==> src/rtl/ram_param_if.sv <==
// Access bus for ram_param: chip-select/write-enable requests from a master,
// read data, valid strobe and clear-engine status back from the RAM.
interface ram_param_if #(
    parameter int DATA_W = 8,
    parameter int ADDR_W = 3
);
    logic              CS;
    logic              WE;
    logic [ADDR_W-1:0] Addr;
    logic [DATA_W-1:0] dataIn;
    logic              Clr;
    logic [DATA_W-1:0] dataOut;
    logic              dataValid;
    logic              Busy;

    modport master (
        output CS, WE, Addr, dataIn, Clr,
        input  dataOut, dataValid, Busy
    );

    modport slave (
        input  CS, WE, Addr, dataIn, Clr,
        output dataOut, dataValid, Busy
    );
endinterface

==> src/rtl/ram_param.sv <==
// Parametrised single-port RAM with hardware clear engine, 1- or 2-stage
// read pipeline with valid strobe, and optional write-through.
module ram_param #(
    parameter int                DATA_W  = 8,
    parameter int                ADDR_W  = 3,
    parameter int                DEPTH   = 8,
    parameter int                RD_LAT  = 1,
    parameter int                WR_THRU = 0,
    parameter logic [DATA_W-1:0] CLR_VAL = '0
) (
    input  logic     Clk,
    input  logic     Rst_n,
    ram_param_if.slave bus
);
    typedef enum logic {CLEAR, IDLE} state_t;

    localparam logic [ADDR_W:0]   DEPTH_L = (ADDR_W + 1)'(DEPTH);
    localparam logic [ADDR_W-1:0] LAST    = ADDR_W'(DEPTH - 1);

    state_t            state, state_nxt;
    logic [ADDR_W-1:0] clr_cnt, cnt_nxt;
    logic [DATA_W-1:0] mem [DEPTH];

    logic              in_range;
    logic              acc;
    logic              mem_we;
    logic [ADDR_W-1:0] mem_addr;
    logic [DATA_W-1:0] mem_wdata;
    logic [DATA_W-1:0] rd_word;
    logic              pipe_in_vld;
    logic [DATA_W-1:0] pipe_in_dat;

    logic [RD_LAT-1:0] vld;
    logic [DATA_W-1:0] dat [RD_LAT];

    assign in_range = {1'b0, bus.Addr} < DEPTH_L;
    assign rd_word  = in_range ? mem[bus.Addr] : CLR_VAL;

    always_ff @(posedge Clk or negedge Rst_n) begin
        if (!Rst_n) begin
            state   <= CLEAR;
            clr_cnt <= '0;
        end else begin
            state   <= state_nxt;
            clr_cnt <= cnt_nxt;
        end
    end

    // Clr outranks a same-cycle access; nothing is accepted while clearing
    always_comb begin
        state_nxt   = state;
        cnt_nxt     = clr_cnt;
        acc         = 1'b0;
        mem_we      = 1'b0;
        mem_addr    = bus.Addr;
        mem_wdata   = bus.dataIn;
        unique case (state)
            CLEAR: begin
                mem_we    = 1'b1;
                mem_addr  = clr_cnt;
                mem_wdata = CLR_VAL;
                cnt_nxt   = clr_cnt + 1'b1;
                if (clr_cnt == LAST) begin
                    state_nxt = IDLE;
                    cnt_nxt   = '0;
                end
            end
            IDLE: begin
                if (bus.Clr) begin
                    state_nxt = CLEAR;
                    cnt_nxt   = '0;
                end else if (bus.CS) begin
                    acc    = 1'b1;
                    mem_we = bus.WE & in_range;
                end
            end
        endcase
        pipe_in_vld = acc & (~bus.WE | (WR_THRU != 0));
        pipe_in_dat = bus.WE ? bus.dataIn : rd_word;
    end

    always_ff @(posedge Clk) begin
        if (mem_we)
            mem[mem_addr] <= mem_wdata;
    end

    // Each stage keeps its word when no valid entry arrives, so the
    // last stage doubles as the holding output register.
    always_ff @(posedge Clk or negedge Rst_n) begin
        if (!Rst_n) begin
            vld <= '0;
            for (int i = 0; i < RD_LAT; i++)
                dat[i] <= '0;
        end else begin
            vld[0] <= pipe_in_vld;
            if (pipe_in_vld)
                dat[0] <= pipe_in_dat;
            for (int i = 1; i < RD_LAT; i++) begin
                vld[i] <= vld[i-1];
                if (vld[i-1])
                    dat[i] <= dat[i-1];
            end
        end
    end

    assign bus.dataOut   = dat[RD_LAT-1];
    assign bus.dataValid = vld[RD_LAT-1];
    assign bus.Busy      = (state == CLEAR);
endmodule

==> src/flat_wrapper.sv <==
// flat-port wrapper written by rule: the top's interface ports become plain ports
module ram_param_flat 
#(
    parameter int                DATA_W  = 8,
    parameter int                ADDR_W  = 3,
    parameter int                DEPTH   = 8,
    parameter int                RD_LAT  = 1,
    parameter int                WR_THRU = 0,
    parameter logic [DATA_W-1:0] CLR_VAL = '0
)
  (Clk, Rst_n, bus_CS, bus_WE, bus_Addr, bus_dataIn, bus_Clr, bus_dataOut, bus_dataValid, bus_Busy);
  ram_param_if #(.DATA_W(DATA_W), .ADDR_W(ADDR_W)) bus_i ();
  input  logic Clk;
  input  logic Rst_n;
  input wire logic [$bits(bus_i.CS)-1:0] bus_CS;
  input wire logic [$bits(bus_i.WE)-1:0] bus_WE;
  input wire logic [$bits(bus_i.Addr)-1:0] bus_Addr;
  input wire logic [$bits(bus_i.dataIn)-1:0] bus_dataIn;
  input wire logic [$bits(bus_i.Clr)-1:0] bus_Clr;
  output wire logic [$bits(bus_i.dataOut)-1:0] bus_dataOut;
  output wire logic [$bits(bus_i.dataValid)-1:0] bus_dataValid;
  output wire logic [$bits(bus_i.Busy)-1:0] bus_Busy;
  assign bus_i.CS = bus_CS;
  assign bus_i.WE = bus_WE;
  assign bus_i.Addr = bus_Addr;
  assign bus_i.dataIn = bus_dataIn;
  assign bus_i.Clr = bus_Clr;
  assign bus_dataOut = bus_i.dataOut;
  assign bus_dataValid = bus_i.dataValid;
  assign bus_Busy = bus_i.Busy;
  ram_param #(.DATA_W(DATA_W), .ADDR_W(ADDR_W), .DEPTH(DEPTH), .RD_LAT(RD_LAT), .WR_THRU(WR_THRU), .CLR_VAL(CLR_VAL)) u_core (.Clk(Clk), .Rst_n(Rst_n), .bus(bus_i));
endmodule
==> config.mk <==
export PLATFORM = sky130hd
export DESIGN_NAME = ram_param_flat
export DESIGN_NICKNAME = d
export VERILOG_FILES = /design/src/rtl/ram_param_if.sv /design/src/rtl/ram_param.sv /design/src/flat_wrapper.sv
export SDC_FILE = /design/constraint.sdc
export NUM_CORES = 1
export LEC_CHECK = 0
export CAP_MARGIN = 20
export CORE_MARGIN = 5
export CORE_UTILIZATION = 61
export DETAILED_ROUTE_END_ITERATION = 12
export PLACE_DENSITY = 0.83
export SLEW_MARGIN = 5
export SYNTH_ARGS = -nofsm -noshare
export SYNTH_HDL_FRONTEND = slang
export SYNTH_SLANG_ARGS = --single-unit
==> constraint.sdc <==
create_clock -name Clk -period 2.4 [get_ports Clk]
set_input_delay 0.48 -clock Clk [delete_from_list [all_inputs] [get_ports Clk]]
set_output_delay 0.48 -clock Clk [all_outputs]
set_load 0.02 [all_outputs]
==> results of run 1 <==
-- state kept, by name (all words and copies together) (netlist names) --
| signal | flops |
|---|---|
| u_core.mem | 64 |
| u_core.bus.dataOut | 8 |
| u_core.clr_cnt | 3 |
| u_core.bus.dataValid | 1 |
| u_core.state | 1 |
-- stage by stage --
stage / power, mW / area (µm²) / util (%) / instances / setup slack, ns
after global routing: 4.66 / 3780 / 74.1 / 314 / 0.318
after detailed placement: 3.44 / 3570 / 70.0 / 298 / 0.216
after floorplan: 2.91 / 3190 / - / 196 / 0.508
after global placement: 3.35 / 3570 / 70.0 / 298 / 0.291
after CTS: 4.46 / 3780 / 74.1 / 314 / 0.371
final: 4.44 / 3780 / 74.1 / 314 / 0.390
-- layout by cell type, fill, tap and decap left out, drive strengths merged --
cell type / instances
o2bb2a: 1
o21ai: 1
mux2i: 17
o22ai: 8
nand2b: 2
a21oi: 2
clkdlybuf4s50: 25
o32a: 1
nor3: 1
a31oi: 1
buf: 17
o2bb2ai: 2
clkbuf: 12
edfxtp: 64
clkinv: 1
bufinv: 2
inv: 3
nand4bb: 1
a2bb2oi: 1
nand4: 1
nor2b: 1
mux2: 16
clkinvlp: 1
o31ai: 8
ha: 2
and2: 8
nand2: 12
and3: 1
a22o: 8
dfrtp: 13
nor3b: 1
nor2: 10
-- cells by family after synthesis --
| family | after synthesis | share of synthesized area (%) |
|---|---|---|
| flip-flops | 77 | 70.5 |
| AND/OR/NAND/NOR | 38 | 5.88 |
| AO/OA/AOI/OAI | 33 | 9.02 |
| multiplexers | 33 | 11.0 |
| buffers and inverters | 13 | 2.86 |
| adder cells (fa/ha/maj) | 2 | 0.784 |
-- cell type report --
cell class                      instances  area, µm²
Clock inverter                          4       72.6
Clock buffer                           12        135
Inverter                                3       11.3
Tap cell                               70       87.6
Fill cell                             320       1330
Multi-Input combinational cell        106        851
Sequential cell                        77       2250
Timing Repair Buffer                   42        378
-- power groups by stage --
stage | combinational [mW] | sequential, mW | clock, mW
5_1_grt | 1.35 | 2.21 | 1.10
6_report | 1.25 | 2.17 | 1.02
2_1_floorplan | 0.676 | 2.23 | 0
4_1_cts | 1.25 | 2.17 | 1.04
3_5_place_dp | 1.24 | 2.20 | 0
3_3_place_gp | 1.18 | 2.17 | 0
-- worst max path at each step --
stage          slack, ns                    from  cells after the start                         end
6_report            0.39  u_core.state$_DFF_PN0_                      2                    bus_Busy
5_1_grt             0.32  u_core.state$_DFF_PN0_                      2                    bus_Busy
4_1_cts             0.37  u_core.state$_DFF_PN0_                      2                    bus_Busy
3_5_place_dp        0.22                 bus_Clr                      5  u_core.mem[6][0]$_DFFE_PP_
3_3_place_gp        0.29                 bus_Clr                      5  u_core.mem[6][4]$_DFFE_PP_
2_1_floorplan       0.51             bus_Addr[0]                      4  u_core.mem[0][0]$_DFFE_PP_
-- critical path, stage by stage (launching register included) --
cell             delay, ns
dfrtp_1               0.38
inv_1                 0.17
clkdlybuf4s50_1       0.65
-- per-layer routing --
| metal | routed length (µm) | global-route usage, % | vias to the layer above |
|---|---|---|---|
| li1 | - | - | 839 |
| met1 | 2690 | 25.9 | 939 |
| met2 | 3190 | 34.3 | 49 |
| met3 | 270 | 4.99 | 6 |
| met4 | 49 | 5.98 | 0 |
| met5 | 0 | 0 | - |
==> results.sh, run 1 <==
export IMPL_yosysMostFrequentCell="edfxtp_1"
export IMPL_fin_skew_ns=0.00628
export IMPL_fp_coreArea_um2=5110
export IMPL_synth_area_leaders="edfxtp_1 60%, dfrtp_1 10%, mux2i_1 5.3%, mux2_1 3.5%, o31ai_2 3.1%"
export IMPL_grt_antenna_before_repair=0
export IMPL_grt_pass1_wl_mm=9.61
export IMPL_switching_share_pct=29.9
export IMPL_ctsResizeCount=0
export IMPL_yosysTopAreaCell="edfxtp_1"
export IMPL_combPwrFrac_pct=28.1
export IMPL_p_seq_share_pct=48.9
export IMPL_area_delta_synth_final_pct=18.6
export IMPL_hold_end="u_core.bus.dataOut[5]$_DFFE_PN0P_"
export IMPL_portBuffers=25
export IMPL_r2r_end="u_core.mem[0][4]$_DFFE_PP_"
export IMPL_hold_buffers=0
export IMPL_firstDrtPassIters=4
export IMPL_reg2reg_depth=5
export IMPL_cp_required_ns=1.92
export IMPL_synth_edff_count=64
export IMPL_powerDensity_nw_per_um2=1170
export IMPL_numClockSinks=77
export IMPL_p_int_mw=3.12
export IMPL_die_y_um=82.3
export IMPL_vias=1833
export IMPL_ios=26
export IMPL_dieArea_um2=6770
export IMPL_yosysWarnings=0
export IMPL_place_congestion=0.830
export IMPL_maxClockFrequency_mhz=498
export IMPL_cts_root_buf="clkbuf_8"
export IMPL_initial_utilization_pct=62.4
export IMPL_setup_violations=0
export IMPL_ys_top_cells_by_count="64 x edfxtp_1, 17 x mux2i_1, 13 x dfrtp_1"
export IMPL_diodes=0
export IMPL_worstMarginPinSlew_ns=0.610
export IMPL_numCtsBuffers=9
export IMPL_netlist_area_leader_share_pct=60.3
export IMPL_yosysSeqAreaShare_pct=70.5
export IMPL_synth_fp_nets=214
export IMPL_wirelength_mm=6.20
export IMPL_wl_per_cell_um=19.8
export IMPL_whs_ns=0.492
export IMPL_postRouteAntennaNets=0
export IMPL_maxSlewHeadroom_pct=59.2
export IMPL_clockBufferDepth=2
export IMPL_path_class="reg2out"
export IMPL_rsz0062_at_grt="no"
export IMPL_htreeDepth=3
export IMPL_post_cts_buffers=0
export IMPL_reg2reg_slack_ns=0.67
export IMPL_fin_setup_tns_ns=0
export IMPL_grt_ovfl_total=0
export IMPL_period_needed_ns=2.01
export IMPL_p_sw_mw=1.33
export IMPL_hpwl_mm=4.26
export IMPL_ys_types=32
export IMPL_syn_avg_cell_area_um2=16.3
export IMPL_pwr_share_clk_pct=22.9
export IMPL_hold_depth=2
export IMPL_status="completed"
export IMPL_route_detailed_drc=0
export IMPL_ys_ff_latch=77
export IMPL_ys_flop_type="edfxtp_1"
export IMPL_viasPerCell=5.84
export IMPL_final_hold_viol_count=0
export IMPL_critPathArrivalTime_ns=1.53
export IMPL_cts_tree="done"
export IMPL_async_flop_share_pct=16.9
export IMPL_critical_path_max_fanout=6
export IMPL_syn_area_um2=3190
export IMPL_p_leak_nw=1.41
export IMPL_grt_start_max_net_pins=23
export IMPL_crit_path_start_kind="flip-flop"
export IMPL_clk_pin_slew_ns=0.07
export IMPL_maxCapViolations=0
export IMPL_syn_inst=196
export IMPL_track_usage_pct=20.3
export IMPL_die_width_um=82.3
export IMPL_ir_drop_mv=0.716
export IMPL_drtIter0Drc=222
export IMPL_slew_violations=0
export IMPL_grt_pass1_vias=1872
export IMPL_period_share_pct=83.7
export IMPL_clk_latency_ns=0.34
export IMPL_final_nets=257
export IMPL_holdCritPathClass="reg2reg"
export IMPL_endpoint_kind="output port"
export IMPL_r2r_start="u_core.state$_DFF_PN0_"
export IMPL_layout_drive_gt1_share_pct=18.4
export IMPL_min_from="u_core.bus.dataOut[5]$_DFFE_PN0P_"
export IMPL_row_count=26
(Power assumes the default switching activity.)
==> inputs of run 2 (changes only) <==
--- a/config.mk
+++ b/config.mk
@@ -7,9 +7,9 @@
 export LEC_CHECK = 0
 export CAP_MARGIN = 20
 export CORE_MARGIN = 5
-export CORE_UTILIZATION = 61
+export CORE_UTILIZATION = 57
 export DETAILED_ROUTE_END_ITERATION = 12
-export PLACE_DENSITY = 0.83
+export PLACE_DENSITY = 0.78
 export SLEW_MARGIN = 5
 export SYNTH_ARGS = -nofsm -noshare
 export SYNTH_HDL_FRONTEND = slang
==> constraint.sdc (replaced) <==
create_clock -name Clk -period 1.9 [get_ports Clk]
set_input_delay 0.38 -clock Clk [delete_from_list [all_inputs] [get_ports Clk]]
set_output_delay 0.38 -clock Clk [all_outputs]
set_load 0.02 [all_outputs]
==> run 2 against run 1 <==
  * Setup slack worse by 0.22 ns
  * Sequential power grew 27%
  * Sequential share of layout area fell by 0.81 points
  * Utilization down 4.0 points
  * Flip-flop and latch count did not move
  * Combinational power rose by 26%
  * First-iteration DRC count down 50%
  * Via count is 3.0% lower
  * Global-route usage fell by 2.2 points
  * Highest routed layer unchanged
==> results.sh, run 2 (same netlist as run 1, synthesis figures left out) <==
export IMPL_numClockSinks=77
export IMPL_r2r_start="u_core.state$_DFF_PN0_"
export IMPL_cts_root_buf="clkbuf_8"
export IMPL_portBuffers=25
export IMPL_fp_coreArea_um2=5470
export IMPL_layout_common_cells="64 x edfxtp_1, 24 x clkdlybuf4s50_1, 22 x buf_4"
export IMPL_grt_ovfl_total=0
export IMPL_grt_antenna_before_repair=0
export IMPL_grt_pass1_wl_mm=9.54
export IMPL_hold_buffers=0
export IMPL_fin_setup_tns_ns=0
export IMPL_fin_skew_ns=0.00817
export IMPL_ctsResizeCount=1
export IMPL_viasPerCell=5.52
export IMPL_layout_commonest_cell="edfxtp_1"
export IMPL_use_met3_pct=4.51
export IMPL_max_stage_delay_ns=0.45
export IMPL_period_needed_ns=1.73
export IMPL_postLayoutCellArea_um2=3830
export IMPL_endpoint_kind="output port"
export IMPL_post_cts_buffers=0
export IMPL_initial_utilization_pct=58.3
export IMPL_ir_drop_mv=0.940
export IMPL_die_width_um=84.8
export IMPL_worstMarginPinSlew_ns=0.635
export IMPL_post_dp_cell_area_um2=3630
export IMPL_powerDensity_nw_per_um2=1450
export IMPL_hpwl_mm=4.31
export IMPL_route_detailed_drc=0
export IMPL_setup_violations=0
export IMPL_whs_ns=0.432
export IMPL_clockBufferDepth=2
export IMPL_vias=1778
export IMPL_critical_path_max_fanout=8
export IMPL_maxClockFrequency_mhz=579
export IMPL_numCtsBuffers=9
export IMPL_status="completed"
export IMPL_die_y_um=84.8
export IMPL_maxCapViolations=0
export IMPL_diodes=0
export IMPL_drtIter0Drc=111
export IMPL_wl_per_cell_um=18.7
export IMPL_grt_pass1_vias=1839
export IMPL_dieArea_um2=7190
export IMPL_wirelength_mm=6.01
export IMPL_clk_pin_slew_ns=0.08
export IMPL_postRouteAntennaNets=0
export IMPL_met1_usage_pct=24.6
export IMPL_path_class="reg2out"
export IMPL_htreeDepth=3
export IMPL_row_count=27
export IMPL_rsz0062_at_grt="no"
export IMPL_ios=26
export IMPL_grt_start_max_net_pins=18
export IMPL_cp_startpoint="u_core.state$_DFF_PN0_"
export IMPL_slew_violations=0
export IMPL_path_delay_family="buffers and inverters"
export IMPL_maxSlewHeadroom_pct=57.6
export IMPL_place_congestion=0.802
export IMPL_regMostFlops="u_core.mem"
export IMPL_clk_latency_ns=0.34
export IMPL_period_share_pct=90.9
export IMPL_firstDrtPassIters=4
export IMPL_grt_util_met2_pct=28.0
export IMPL_critPathArrivalTime_ns=1.35
export IMPL_final_nets=263
export IMPL_path_buf_inv=2
export IMPL_cp_required_ns=1.52
export IMPL_layout_drive_gt1_share_pct=20.8
export IMPL_holdCritPathClass="in2async"
export IMPL_crit_path_start_kind="flip-flop"
export IMPL_area_delta_synth_final_pct=20.2
export IMPL_cts_tree="done"
export IMPL_largest_reg_flops=64
export IMPL_crit_slowest_cell="dfrtp_1"
export IMPL_p_leak_nw=1.45
export IMPL_track_usage_pct=18.1
export IMPL_top_usage_layer="met2"
export IMPL_final_hold_viol_count=0
export IMPL_cp_cell_sequence="inv_1, dlygate4sd2_1"
[run 2: power breakdown]
group | total [mW] | internal, mW | switching (mW)
clock | 1.22 | 0.673 | 0.551
combinational | 1.57 | 0.667 | 0.898
sequential | 2.76 | 2.55 | 0.213
total | 5.55 | 3.89 | 1.66
[run 2: cell type report]
cell class | count | area (µm²)
repair buffers | 48 | 434
clock inverters | 4 | 46.3
fillers | 381 | 1640
well taps | 72 | 90.1
flip-flops and latches | 77 | 2250
clock buffers | 12 | 155
inverters | 3 | 11.3
multi-input cells | 106 | 851
[run 2: path summary, 6_finish.rpt]
check                                                     to  slack [ns]  depth (start not counted)
setup / recovery                                    bus_Busy        0.17                          2
hold / removal             u_core.bus.dataOut[6]$_DFFE_PN0P_        0.43                          1
setup reg to reg                  u_core.mem[1][2]$_DFFE_PP_        0.24                          5
hold reg to reg            u_core.bus.dataOut[3]$_DFFE_PN0P_        0.49                          2
max in group asynchronous  u_core.bus.dataOut[2]$_DFFE_PN0P_        1.06                          1
min in group Clk           u_core.bus.dataOut[3]$_DFFE_PN0P_        0.49                          2
[run 2: layer usage]
layer / share of wire [%] / routed length, µm
met1: 45 / 2720
met3: 5.6 / 339
met4: 1.2 / 74
met5: 0 / 0
met2: 48 / 2870
[run 2: through the flow]
step                utilization (%)  setup WS, ns  total power [mW]  cells
CTS                            70.1         0.157              5.60    322
global route                   70.1        0.0917              5.83    322
finish                         70.1         0.173              5.55    322
detailed placement             66.4       -0.0759              4.37    306
global placement               66.4       -0.0543              4.29    306
floorplan                         -         0.108              3.67    196
